$ cat src/rtl/chunked_addsub_pkg.sv
// rtl/chunked_addsub_pkg.sv - shared state type and sizing helpers for chunked_addsub
package chunked_addsub_pkg;

  typedef enum logic [1:0] {
    IDLE = 2'd0,
    RUN  = 2'd1,
    DONE = 2'd2
  } state_t;

  // Number of chunk steps needed to cover the full operand width.
  function automatic int calc_nchunk(input int width, input int chunk);
    return width / chunk;
  endfunction

  // Chunk index width; never narrower than one bit so a single-chunk build still has a counter.
  function automatic int calc_idx_width(input int nchunk);
    return (nchunk > 1) ? $clog2(nchunk) : 1;
  endfunction

endpackage

$ cat src/rtl/chunked_addsub_chunk_adder.sv
// rtl/chunked_addsub_chunk_adder.sv - combinational CHUNK-bit ripple adder from half-adder pairs
module chunk_adder #(
  parameter int CHUNK = 4
) (
  input  logic [CHUNK-1:0] x,
  input  logic [CHUNK-1:0] y,
  input  logic             ci,
  output logic [CHUNK-1:0] s,
  output logic             co
);

  logic [CHUNK:0] c;

  assign c[0] = ci;

  // Each bit: first half adder combines x and y, second folds in the ripple carry.
  for (genvar i = 0; i < CHUNK; i++) begin : g_bit
    logic ha_s;
    logic ha_c;
    logic hb_c;
    assign ha_s     = x[i] ^ y[i];
    assign ha_c     = x[i] & y[i];
    assign s[i]     = ha_s ^ c[i];
    assign hb_c     = ha_s & c[i];
    assign c[i + 1] = ha_c | hb_c;
  end

  assign co = c[CHUNK];

endmodule

$ cat src/rtl/chunked_addsub.sv
// rtl/chunked_addsub.sv - multi-cycle add/subtract processing CHUNK bits per cycle
module chunked_addsub
  import chunked_addsub_pkg::*;
#(
  parameter int WIDTH = 16,
  parameter int CHUNK = 4
) (
  input  logic             clk,
  input  logic             rst_n,
  input  logic             start,
  input  logic             sub,
  input  logic             cin,
  input  logic [WIDTH-1:0] a,
  input  logic [WIDTH-1:0] b,
  output logic             busy,
  output logic             done,
  output logic [WIDTH-1:0] sum,
  output logic             cout,
  output logic             ovf
);

  localparam int NCHUNK = calc_nchunk(WIDTH, CHUNK);
  localparam int IDXW   = calc_idx_width(NCHUNK);
  localparam logic [IDXW-1:0] LAST_IDX = IDXW'(NCHUNK - 1);

  if (CHUNK < 1 || CHUNK > WIDTH || (WIDTH % CHUNK) != 0) begin : g_bad_params
    $error("chunked_addsub: WIDTH must be a positive multiple of CHUNK");
  end

  state_t state;
  state_t state_next;

  // Operands are shifted right one chunk per RUN cycle, so the active chunk is always the low bits.
  logic [WIDTH-1:0] a_sh;
  logic [WIDTH-1:0] b_sh;
  logic             a_msb;
  logic             b_msb;
  logic             carry;
  logic [IDXW-1:0]  idx;
  logic [WIDTH-1:0] acc;

  logic [CHUNK-1:0]       chunk_s;
  logic                   chunk_co;
  logic                   last_chunk;
  logic                   load;
  logic [WIDTH-1:0]       b_eff;
  logic [WIDTH+CHUNK-1:0] acc_cat;
  logic [WIDTH-1:0]       acc_next;

  chunk_adder #(
    .CHUNK(CHUNK)
  ) u_chunk_adder (
    .x (a_sh[CHUNK-1:0]),
    .y (b_sh[CHUNK-1:0]),
    .ci(carry),
    .s (chunk_s),
    .co(chunk_co)
  );

  assign last_chunk = (idx == LAST_IDX);
  assign load       = start && (state != RUN);
  assign b_eff      = sub ? ~b : b;

  // New chunk bits enter at the top of the accumulator; after NCHUNK steps chunk 0 sits at the bottom.
  assign acc_cat  = {chunk_s, acc};
  assign acc_next = acc_cat[WIDTH+CHUNK-1:CHUNK];

  assign busy = (state == RUN);
  assign done = (state == DONE);

  // State register.
  always_ff @(posedge clk or negedge rst_n) begin
    if (!rst_n) begin
      state <= IDLE;
    end else begin
      state <= state_next;
    end
  end

  // Next-state logic: start is honoured only outside RUN.
  always_comb begin
    state_next = state;
    case (state)
      IDLE:    if (start) state_next = RUN;
      RUN:     if (last_chunk) state_next = DONE;
      DONE:    state_next = start ? RUN : IDLE;
      default: state_next = IDLE;
    endcase
  end

  // Datapath: operand capture, per-chunk add, and result publish on the final chunk.
  always_ff @(posedge clk or negedge rst_n) begin
    if (!rst_n) begin
      a_sh  <= '0;
      b_sh  <= '0;
      a_msb <= 1'b0;
      b_msb <= 1'b0;
      carry <= 1'b0;
      idx   <= '0;
      acc   <= '0;
      sum   <= '0;
      cout  <= 1'b0;
      ovf   <= 1'b0;
    end else if (load) begin
      a_sh  <= a;
      b_sh  <= b_eff;
      a_msb <= a[WIDTH-1];
      b_msb <= b_eff[WIDTH-1];
      carry <= sub ? ~cin : cin;
      idx   <= '0;
    end else if (state == RUN) begin
      a_sh  <= a_sh >> CHUNK;
      b_sh  <= b_sh >> CHUNK;
      carry <= chunk_co;
      idx   <= idx + IDXW'(1);
      acc   <= acc_next;
      if (last_chunk) begin
        sum  <= acc_next;
        cout <= chunk_co;
        ovf  <= (a_msb == b_msb) && (chunk_s[CHUNK-1] != a_msb);
      end
    end
  end

endmodule

$ cat config.mk
export PLATFORM = sky130hd
export DESIGN_NAME = chunked_addsub
export DESIGN_NICKNAME = d
export VERILOG_FILES = /design/src/rtl/chunked_addsub_pkg.sv /design/src/rtl/chunked_addsub_chunk_adder.sv /design/src/rtl/chunked_addsub.sv
export SDC_FILE = /design/constraint.sdc
export NUM_CORES = 1
export LEC_CHECK = 0
export CAP_MARGIN = 30
export CORE_ASPECT_RATIO = 0.5
export CORE_MARGIN = 4
export CORE_UTILIZATION = 30
export CTS_CLUSTER_DIAMETER = 120
export DETAILED_ROUTE_END_ITERATION = 12
export HOLD_SLACK_MARGIN = 0.02
export MAX_ROUTING_LAYER = met4
export PLACE_DENSITY = 0.55
export SYNTH_ARGS = -nofsm -noshare
export SYNTH_HDL_FRONTEND = slang
export SYNTH_SLANG_ARGS = --single-unit
$ cat constraint.sdc
create_clock -name clk -period 3.3 [get_ports clk]
set_clock_uncertainty 0.2 [all_clocks]
set_input_delay 0.33 -clock clk [delete_from_list [all_inputs] [get_ports clk]]
set_output_delay 0.33 -clock clk [all_outputs]
set_load 0.005 [all_outputs]
Yosys cells after proc, flatten, opt, wreduce, memory -nomap -nowiden
Index checks and enable logic that the tools add are counted.
Cells by class
  add/subtract/negate cells: 1
  bitwise operators: 23
  equality and inequality tests: 8
  mux-type cells: 14
  reduce and logical (&&, ||, !) cells: 7
Operator list (number)
  $mux 16: 5
  $not 16->16: 1
  $and 1x1->1: 8
  $mux 2: 4
  $xor 1x1->1: 8
  $pmux 2 s3: 1
  $eq 2x2->1 const B: 2
  $mux 1: 4
  $ne 2x1->1 const B: 2
  $or 1x1->1: 4
  $reduce_and 2->1: 2
  $reduce_and 3->1: 1
  $add 2x1->2 const B: 1
  $eq 2x1->1 const B: 1
  $logic_and 1x1->1: 2
  $logic_not 2->1: 1
  $ne 2x2->1 const B: 1
  $not 1->1: 2
  $reduce_bool 2->1: 1
  $eq 1x1->1: 1
  $ne 1x1->1: 1
Storage, ports and cells
  output and inout bits: 20
  word-level logic and storage cells: 64
  input bits: 37
  register bits after elaboration: 73

Longest topological paths before layout
Gate-level depths: netlist of the first run.
  depth in word-level cells: 11
  depth in mapped cells: 9
  mapped depth without buffers: 9

Hierarchy
A second synthesis of the first run with hierarchy kept.
Second synthesis, totals
  cells, all modules: 285
  area total of the unflattened synthesis: 3238.1 um2
Modules (own cells, without submodules)
  chunked_addsub: times used 1, area an instance 3120.5 um2, cells each 271, seq. area each 1726.7 um2
  chunk_adder: times used 1, area an instance 117.6 um2, cells each 14, seq. area each 0.0 um2

Worst setup path after synthesis of the first run
Ideal clock, no wire load.
  kind: reg-to-reg
  from: reg a_sh[0]
  to: reg ovf
  setup time: 0.082 ns
  arrival time: 2.365 ns
  data required time: 3.018 ns
  cell stages (with the launch flop): 10
  path slack: 0.653 ns
  period minus slack after synthesis: 2.647 ns
  buffers on the path: 0
  path through: dfrtp_1 > inv_1 > fa_1 > inv_1 > fa_1 > fa_1 > inv_1 > fa_1 > or3_1 > a31oi_1
On the way
  word-level cells in the longest chain between the ends: 10
  elaborated cells on any way between the ends: 11
  classes of those cells: eq/ne: 1; bitwise: 9; reduce/logical: 1
Ends and longest elaborated chain
  start: declaration: line chunked_addsub.sv:34  | logic [WIDTH-1:0] a_sh;
  start signal: assignment: line chunked_addsub.sv:112  | a_sh <= a_sh >> CHUNK;
  $xor 1x1->1: line chunked_addsub_chunk_adder.sv:21  | assign ha_s = x[i] ^ y[i];
  $and 1x1->1: line chunked_addsub_chunk_adder.sv:24  | assign hb_c = ha_s & c[i];
  $or 1x1->1 (*): line chunked_addsub_chunk_adder.sv:25  | assign c[i + 1] = ha_c | hb_c;
  $and 1x1->1 (*): line chunked_addsub_chunk_adder.sv:24
  $or 1x1->1 (*): line chunked_addsub_chunk_adder.sv:25
  $and 1x1->1 (*): line chunked_addsub_chunk_adder.sv:24
  $or 1x1->1 (*): line chunked_addsub_chunk_adder.sv:25
  $xor 1x1->1 (*): line chunked_addsub_chunk_adder.sv:23  | assign s[i] = ha_s ^ c[i];
  $ne 1x1->1 (*): line chunked_addsub.sv:120  | ovf <= (a_msb == b_msb) && (chunk_s[CHUNK-1] != a_msb);
  $logic_and 1x1->1 (*): line chunked_addsub.sv:120
  end signal: assignment: line chunked_addsub.sv:120
  end: declaration: line chunked_addsub.sv:19  | output logic ovf
Every way passes the cells marked *; elsewhere a longest branch is shown, timed or not.
A chain may end at the register's enable or synchronous reset.

Worst setup path after layout of the first run
Same ends and word-level chain as after synthesis.

==> flow_summary.json, run 1 <==
{
  "status": "complete, no violations",
  "drc_errors": 0,
  "period_needed_ns": 2.79,
  "synthesis.area_um2": 3200,
  "die_w_um": 154,
  "finalInstanceArea_um2": 4130,
  "async_flop_share": 1.00,
  "finalSetupTns_ns": 0,
  "combPwrFrac": 0.353,
  "max_slew.worst_pin.slew_ns": 0.677,
  "cts.reportedPaths.clkPinSlew_ns": 0.05,
  "worstPathCellList": "inv_1 -> fa_1 -> inv_1 -> fa_1 -> fa_1 -> inv_1 -> fa_1 -> or3_1 -> a31oi_1",
  "final_max_slew_viol_count": 0,
  "routed-wl-met2_mm": 3.21,
  "power.leakage_uw": 0.00194,
  "gp_congestion": 0.728,
  "die_h_um": 81.0,
  "row_count": 26,
  "synth_ff_type": "dfrtp_1",
  "p_switching_uw": 1190,
  "seq_area_frac_synth": 0.540,
  "p_per_area_nw_per_um2": 879,
  "synth_largest_area_cell": "dfrtp_1",
  "reg2reg_depth": 9,
  "cts_max_path_buffers": 2,
  "syn_inst": 281,
  "drive_gt1_frac": 0.111,
  "postSynthAreaPerCell_um2": 11.4,
  "gr-usage-all-layers": 0.118,
  "layout_setup_ws_ns": 0.505,
  "io_pins": 57,
  "port_buffers": 56,
  "timing.rr.end": "ovf",
  "min_period_over_period": 0.847,
  "yosysWarnings": 0,
  "seq_power_share": 0.401,
  "rsz0062_at_grt": "no",
  "synth.distinct_cells": 30,
  "ys_ff_latch": 69,
  "cts_setup_buffers": 0,
  "cts_tree": "built",
  "setup_viol": 0,
  "dr.first_iter.drc_count": 87,
  "cts_buffers": 9,
  "route.met3.wl_um": 263,
  "n_antenna_cell": 0,
  "wl_met1_mm": 3.07,
  "clock-sinks": 69,
  "cp_slowest_cell": "fa_1",
  "grt_antenna_before_repair": 0,
  "synth-edff-count": 0,
  "r2r_slack_ns": 0.51,
  "grt.overflow.total": 0,
  "critPathLaunchType": "flop",
  "clkPwrFrac": 0.246,
  "pre_cts_ws_ns": 0.503,
  "drt-total-wl_mm": 6.62,
  "grt_pass1_wl_mm": 11.1,
  "p_sw_frac": 0.327,
  "cts.htree.levels": 3,
  "rr_startpoint": "a_sh[0]",
  "intPower_uw": 2440,
  "vias": 2105,
  "final_util": 0.400,
  "ys_top_cells_by_area": "dfrtp_1 54%, mux2i_1 9.1%, nand2_1 7.4%, mux2_4 5.6%, o21ai_0 4.4%",
  "path_depth": 9,
  "clk-insertion-delay-late_ns": 0.33,
  "core_area_um2": 10300,
  "crit_family": "adder cells",
  "final_cells": 481,
  "first_pass_iters": 4,
  "nets": 379,
  "arrival_ns": 2.84,
  "grt_pass1_vias": 2266,
  "crit_type": "flop to flop",
  "peakVddDrop_mv": 0.294,
  "postRouteAntennaNets": 0,
  "ctsResizeCount": 0,
  "dpl.cell_count": 464,
  "postCtsHoldBufs": 1,
  "max_slew_margin": 0.549,
  "max-cap-violations": 0,
  "cpMostUsedCell": "fa_1",
  "grt_max_degree": 71,
  "worstPathRequired_ns": 3.35,
  "synth_top_area_frac": 0.540,
  "start_util": 0.310,
  "wl_per_cell_um": 13.8,
  "synthMostInstantiatedCell": "dfrtp_1",
  "yosys-top-cells-count": "69 x dfrtp_1, 63 x nand2_1, 29 x mux2i_1, 28 x o21ai_0, 13 x xor2_1",
  "cp_slowest_stage_delay_ns": 0.44,
  "syn2layout_area_growth_pct": 29.0,
  "syn_nets": 323,
  "fmax_mhz": 358,
  "die_area_um2": 12500,
  "crit_path_max_fanout": 4,
  "clockRootBuffer": "clkbuf_16",
  "via_per_inst": 4.38,
  "hold_violations": 0,
  "place_hpwl_mm": 4.70,
  "critPathBufInv": 3,
  "hold_class": "input pin to async pin",
  "dpl-instance-area_um2": 3810,
  "worst_setup_path_end_kind": "flop",
  "dr.max_layer_used": "met4"
}
-- registers in the layout, indices dropped and copies added, names as in the netlist --
name,flops
b_msb,1
ovf,1
a_msb,1
idx,2
sum,16
carry,1
cout,1
b_sh,16
acc,12
state,2
a_sh,16
-- kinds of logic after synthesis --
kind of cell | after synthesis | synth area share
compound gates | 41 | 0.0701
xor+xnor | 17 | 0.0466
fa+ha+maj | 5 | 0.0290
buf+inv | 28 | 0.0583
flops | 69 | 0.540
mux | 44 | 0.158
simple gates | 77 | 0.0982
-- worst max path at each step --
| stage | startpoint | to |
|---|---|---|
| floorplan | a_sh[0] | ovf |
| global placement | a_sh[0] | ovf |
| detailed placement | a_sh[0] | ovf |
| CTS | a_sh[0] | ovf |
| global route | b_sh[0] | ovf |
| finish | a_sh[0] | ovf |
-- final cells by class --
class,instances,area [um2]
clock buffer,14,274
clock inverter,1,5.00
fill,1009,6190
inverter,10,37.5
multi-input combinational,184,1280
sequential,69,1730
tap,140,175
timing repair buffer,63,623
-- layout by cell type, fill, tap and decap left out, drive strengths merged, types with 7 or more instances in the layout --
cell,instances
nor2,9
xor2,13
mux2,15
buf,7
clkbuf,15
clkdlybuf4s50,54
inv,10
dfrtp,69
o21ai,33
nand2,63
mux2i,29
-- metal layers --
| layer | GRT usage | up-vias |
|---|---|---|
| li1 | - | 1041 |
| met3 | 0.0410 | 6 |
| met1 | 0.138 | 1023 |
| met5 | - | - |
| met2 | 0.193 | 35 |
| met4 | 0.0396 | 0 |
-- through the flow --
| step | power, uW | hold WS, ns |
|---|---|---|
| floorplan | 2300 | -0.166 |
| global placement | 2720 | 0.0330 |
| detailed placement | 2780 | 0.0329 |
| CTS | 3690 | 0.224 |
| global route | 3920 | 0.264 |
| finish | 3630 | 0.225 |
-- power by group through the flow --
| stage | Sequential, uW | Clock, uW | Combinational, uW |
|---|---|---|---|
| floorplan | 1410 | 0 | 889 |
| global placement | 1450 | 0 | 1260 |
| detailed placement | 1470 | 0 | 1300 |
| CTS | 1460 | 916 | 1310 |
| global route | 1510 | 953 | 1460 |
| finish | 1450 | 892 | 1280 |
-- worst reg2reg max path, delay by kind of cell (launching register included) --
kind            cells  cell delay (ns)
buf+inv             3             0.21
simple gates        1             0.38
flops               1             0.38
fa+ha+maj           4             1.35
compound gates      1             0.18
No activity file was read; power rests on OpenSTA's default activity.
==> run 2, diff against run 1 <==
==> constraint.sdc (replaced) <==
create_clock -name clk -period 2.7 [get_ports clk]
set_clock_uncertainty 0.2 [all_clocks]
set_input_delay 0.27 -clock clk [delete_from_list [all_inputs] [get_ports clk]]
set_output_delay 0.27 -clock clk [all_outputs]
set_load 0.005 [all_outputs]
==> flow_summary.json, run 2 (synthesis results as in run 1) <==
{
  "start_util": 0.310,
  "r2r_slack_ns": 0.09,
  "power.leakage_uw": 0.00194,
  "vias": 2125,
  "grt_max_degree": 71,
  "grt_pass1_wl_mm": 11.0,
  "final_cells": 483,
  "status": "complete, no violations",
  "max-cap-violations": 0,
  "period_needed_ns": 2.61,
  "cts_max_path_buffers": 2,
  "cp_slowest_cell": "fa_1",
  "cp_slowest_stage_delay_ns": 0.42,
  "worstPathCellList": "inv_2 -> fa_1 -> inv_1 -> fa_2 -> fa_2 -> inv_1 -> fa_1 -> or3_1 -> a31oi_1",
  "place_hpwl_mm": 4.61,
  "die_w_um": 154,
  "p_sw_frac": 0.326,
  "dr.first_iter.drc_count": 63,
  "seq_power_share": 0.400,
  "peakVddDrop_mv": 0.417,
  "drc_errors": 0,
  "gp_congestion": 0.725,
  "drive_gt1_frac": 0.128,
  "die_h_um": 81.0,
  "grt_antenna_before_repair": 0,
  "cts_buffers": 9,
  "clock-sinks": 69,
  "port_buffers": 56,
  "wl_per_cell_um": 13.5,
  "fmax_mhz": 383,
  "clockRootBuffer": "clkbuf_16",
  "io_pins": 57,
  "critPathLaunchType": "flop",
  "final_max_slew_viol_count": 0,
  "critPathBufInv": 3,
  "final_common_cell": "dfrtp_1",
  "max_slew_margin": 0.536,
  "cts.htree.levels": 3,
  "crit_family": "adder cells",
  "arrival_ns": 2.66,
  "crit_path_max_fanout": 2,
  "row_count": 26,
  "core_area_um2": 10300,
  "drt-total-wl_mm": 6.52,
  "crit_type": "flop to flop",
  "clk-insertion-delay-late_ns": 0.32,
  "via_per_inst": 4.40,
  "total_power_uw": 4470,
  "clkPwrFrac": 0.243,
  "worstPathRequired_ns": 2.75,
  "grt.overflow.total": 0,
  "worst_setup_path_end_kind": "flop",
  "nets": 381,
  "mostFrequentLayoutCells": "69 x dfrtp_1, 63 x nand2_1, 54 x clkdlybuf4s50_1",
  "n_antenna_cell": 0,
  "grt_pass1_vias": 2211,
  "die_area_um2": 12500,
  "hold_ws_ns": 0.241,
  "dpl.cell_count": 466,
  "cts_tree": "built",
  "p_per_area_nw_per_um2": 1080,
  "cts.reportedPaths.clkPinSlew_ns": 0.05,
  "first_pass_iters": 4,
  "p_switching_uw": 1460,
  "postRouteAntennaNets": 0,
  "combPwrFrac": 0.357,
  "intPower_uw": 3010,
  "max_slew.worst_pin.slew_ns": 0.695,
  "hold_class": "input pin to async pin",
  "final_util": 0.400,
  "reg.largest.list": "a_sh x16, b_sh x16, sum x16",
  "gr-usage-all-layers": 0.116,
  "min_period_over_period": 0.967,
  "hold_violations": 0,
  "rsz0062_at_grt": "yes",
  "syn2layout_area_growth_pct": 29.1,
  "n_fill_cell": 1026,
  "setup_viol": 0
}
[run 2: cell count changes in the layout (fill, tap and decap cells not counted), sizes merged]
cell	change
buf	+3
clkbuf	-1
[run 2: routing by layer]
| metal | up-vias | GRT usage | routed length, um |
|---|---|---|---|
| met1 | 1028 | 0.146 | 3100 |
| met2 | 39 | 0.180 | 3090 |
| met5 | - | - | 0 |
| met3 | 9 | 0.0426 | 255 |
| met4 | 0 | 0.0291 | 68 |
| li1 | 1049 | - | - |
[run 2: worst paths after layout]
check                           startpoint       end  cells after the start
worst max register to register     b_sh[0]       ovf                      9
max in group asynchronous            rst_n    acc[6]                      3
worst min register to register      acc[6]    acc[6]                      2
worst min-delay path                 rst_n  a_sh[11]                      2
worst max-delay path               b_sh[0]       ovf                      9
min in group clk                    acc[6]    acc[6]                      2
[run 2: through the flow]
stage | cell area, um2 | TNS [ns] | worst slack, ns
floorplan | 3200 | 0 | 0.0530
global placement | 3830 | 0 | 0.0223
detailed placement | 3830 | -0.0230 | -0.0230
CTS | 4120 | 0 | 0.0311
global route | 4130 | -0.0137 | -0.0137
finish | 4130 | 0 | 0.0880
[run 2: layout make-up]
class / count / area, um2 / area share
clock buffer: 14 / 274 / 0.0664
clock inverter: 1 / 5.00 / 0.00121
inverter: 10 / 37.5 / 0.00909
multi-input combinational: 184 / 1290 / 0.312
sequential: 69 / 1730 / 0.418
tap: 140 / 175 / 0.0424
timing repair buffer: 65 / 621 / 0.150
[run 2: power groups by stage]
stage               Combinational, uW  Sequential (uW)  Clock [uW]
global placement                 1560             1780           0
detailed placement               1600             1810           0
global route                     1810             1860        1170
finish                           1600             1790        1090
floorplan                        1090             1730           0
CTS                              1610             1790        1120
[run 2: what timing repair did]
| action | 4_1_cts | 5_1_grt |
|---|---|---|
| endpoints found under the hold margin | 19 | 0 |
| pin swaps | 0 | 1 |
| endpoints found under the setup margin | 1 | 1 |
| setup buffers | 0 | 1 |
| gates cloned | 0 | 0 |
| hold buffers | 1 | 0 |
| gates resized for setup | 2 | 2 |
==> run 3, diff against run 2 <==
--- a/config.mk
+++ b/config.mk
@@ -5,7 +5,7 @@
 export SDC_FILE = /design/constraint.sdc
 export NUM_CORES = 1
 export LEC_CHECK = 0
-export CAP_MARGIN = 30
+export CAP_MARGIN = 20
 export CORE_ASPECT_RATIO = 0.5
 export CORE_MARGIN = 4
 export CORE_UTILIZATION = 30
==> constraint.sdc (replaced) <==
create_clock -name clk -period 2.7 [get_ports clk]
set_clock_uncertainty 0.2 [all_clocks]
set_input_delay 0.27 -clock clk [delete_from_list [all_inputs] [get_ports clk]]
set_output_delay 0.27 -clock clk [all_outputs]
set_load 0.05 [all_outputs]
==> flow_summary.json, run 3 (synthesis results as in run 1) <==
{
  "max-cap-violations": 0,
  "drive_gt1_frac": 0.137,
  "row_count": 26,
  "syn2layout_area_growth_pct": 31.3,
  "finalInstanceArea_um2": 4200,
  "grt.overflow.total": 0,
  "startpoint": "b_sh[0]",
  "cts.reportedPaths.clkPinSlew_ns": 0.05,
  "min_period_over_period": 0.992,
  "hold_class": "input pin to async pin",
  "reg2reg_depth": 9,
  "cts_buffers": 9,
  "reg.largest.list": "a_sh x16, b_sh x16, sum x16",
  "hold_ws_ns": 0.266,
  "io_pins": 57,
  "place_hpwl_mm": 4.70,
  "rsz0062_at_grt": "yes",
  "cts_max_path_buffers": 2,
  "dr.first_iter.drc_count": 83,
  "die_area_um2": 12500,
  "nets": 381,
  "clk-insertion-delay-late_ns": 0.32,
  "grt_pass1_wl_mm": 10.9,
  "rr_startpoint": "b_sh[0]",
  "dpl-instance-area_um2": 3850,
  "fmax_mhz": 373,
  "n_antenna_cell": 0,
  "worstPathRequired_ns": 2.74,
  "gr-usage-all-layers": 0.115,
  "mostFrequentLayoutCells": "69 x dfrtp_1, 63 x nand2_1, 53 x clkdlybuf4s50_1",
  "start_util": 0.310,
  "status": "complete, no violations",
  "grt_pass1_vias": 2211,
  "crit_type": "flop to flop",
  "gp_congestion": 0.726,
  "layout_setup_ws_ns": 0.0221,
  "via_per_inst": 4.40,
  "hold_violations": 0,
  "p_switching_uw": 1930,
  "p_per_area_nw_per_um2": 1230,
  "crit_end": "ovf",
  "die_h_um": 81.0,
  "power.leakage_uw": 0.00198,
  "die_w_um": 154,
  "cts_tree": "built",
  "intPower_uw": 3230,
  "n_fill_cell": 1006,
  "drt-total-wl_mm": 6.51,
  "timing.rr.end": "ovf",
  "p_sw_frac": 0.375,
  "clockRootBuffer": "clkbuf_16",
  "arrival_ns": 2.72,
  "grt_antenna_before_repair": 0,
  "clock-sinks": 69,
  "final_common_cell": "dfrtp_1",
  "critPathLaunchType": "flop",
  "r2r_slack_ns": 0.02,
  "final_max_slew_viol_count": 0,
  "crit_path_max_fanout": 2,
  "cts.htree.levels": 3,
  "max_slew.worst_pin.slew_ns": 0.697,
  "vias": 2130,
  "grt_max_degree": 38,
  "register_area_um2": 1730,
  "port_buffers": 56,
  "core_area_um2": 10300,
  "final_util": 0.407,
  "first_pass_iters": 4,
  "peakVddDrop_mv": 0.381,
  "worst_setup_path_end_kind": "flop",
  "wl_per_cell_um": 13.5,
  "period_needed_ns": 2.68,
  "max_slew_margin": 0.535,
  "clkPwrFrac": 0.245,
  "pre_cts_ws_ns": -0.0986,
  "setup_viol": 0,
  "combPwrFrac": 0.409,
  "drc_errors": 0,
  "multi_input_area_um2": 1290,
  "seq_power_share": 0.346,
  "postRouteAntennaNets": 0
}
[run 3: cell count changes in the layout (fill, tap and decap cells not counted), sizes merged]
cell | previous run | this run
clkinv | 1 | 2
buf | 10 | 11
clkdlybuf4s50 | 54 | 53
bufinv | 0 | 2
clkbuf | 14 | 12
[run 3: layout make-up]
| class | count | share of cell area |
|---|---|---|
| repair buffers | 65 | 0.153 |
| inverters | 10 | 0.00894 |
| clock buffers | 12 | 0.0611 |
| flip-flops and latches | 69 | 0.411 |
| clock inverters | 4 | 0.0167 |
| well taps | 140 | 0.0417 |
| multi-input cells | 184 | 0.307 |
[run 3: worst min path at each step]
stage                  from  endpoint  cells after the start  slack, ns
floorplan             rst_n     a_msb                      0      -0.23
global placement      rst_n  a_sh[12]                      1       0.07
detailed placement    rst_n  a_sh[12]                      1       0.07
CTS                   rst_n  a_sh[12]                      2       0.26
global route        a_sh[9]   a_sh[5]                      2       0.30
finish                rst_n  a_sh[12]                      2       0.27
[run 3: power groups by stage]
stage                     combinational, uW  sequential (uW)  clock [uW]
after global placement                 2070             1780           0
after detailed placement               2120             1800           0
final                                  2110             1780        1260
after global routing                   2320             1850        1340
after floorplan                        1130             2140           0
after CTS                              2140             1800        1300
[run 3: metal layers]
| layer | wire, um | up-vias | track usage |
|---|---|---|---|
| li1 | - | 1045 | - |
| met1 | 2990 | 1041 | 0.136 |
| met2 | 3200 | 37 | 0.182 |
| met3 | 226 | 7 | 0.0357 |
| met4 | 89 | 0 | 0.0529 |
| met5 | 0 | - | - |
[run 3: timing repair]
action	CTS	global route
pin swaps	1	1
hold endpoints to repair	21	0
gates resized for setup	4	0
setup endpoints to repair	1	1
hold buffers	1	0
buffers inserted	1	0
[run 3: stage by stage]
step	instances	power [uW]	setup TNS [ns]
after floorplan	281	3270	0
after global placement	466	3850	0
after detailed placement	466	3920	-0.0986
after CTS	484	5240	0
after global routing	484	5510	-0.0709
final	484	5160	0
[run 3: worst max-delay path, stage by stage (launching register included)]
cell     delay, ns
dfrtp_1       0.39
inv_2         0.06
fa_1          0.16
inv_1         0.05
fa_2          0.35
fa_2          0.34
inv_1         0.08
fa_1          0.41
or3_1         0.38
a31oi_1       0.18
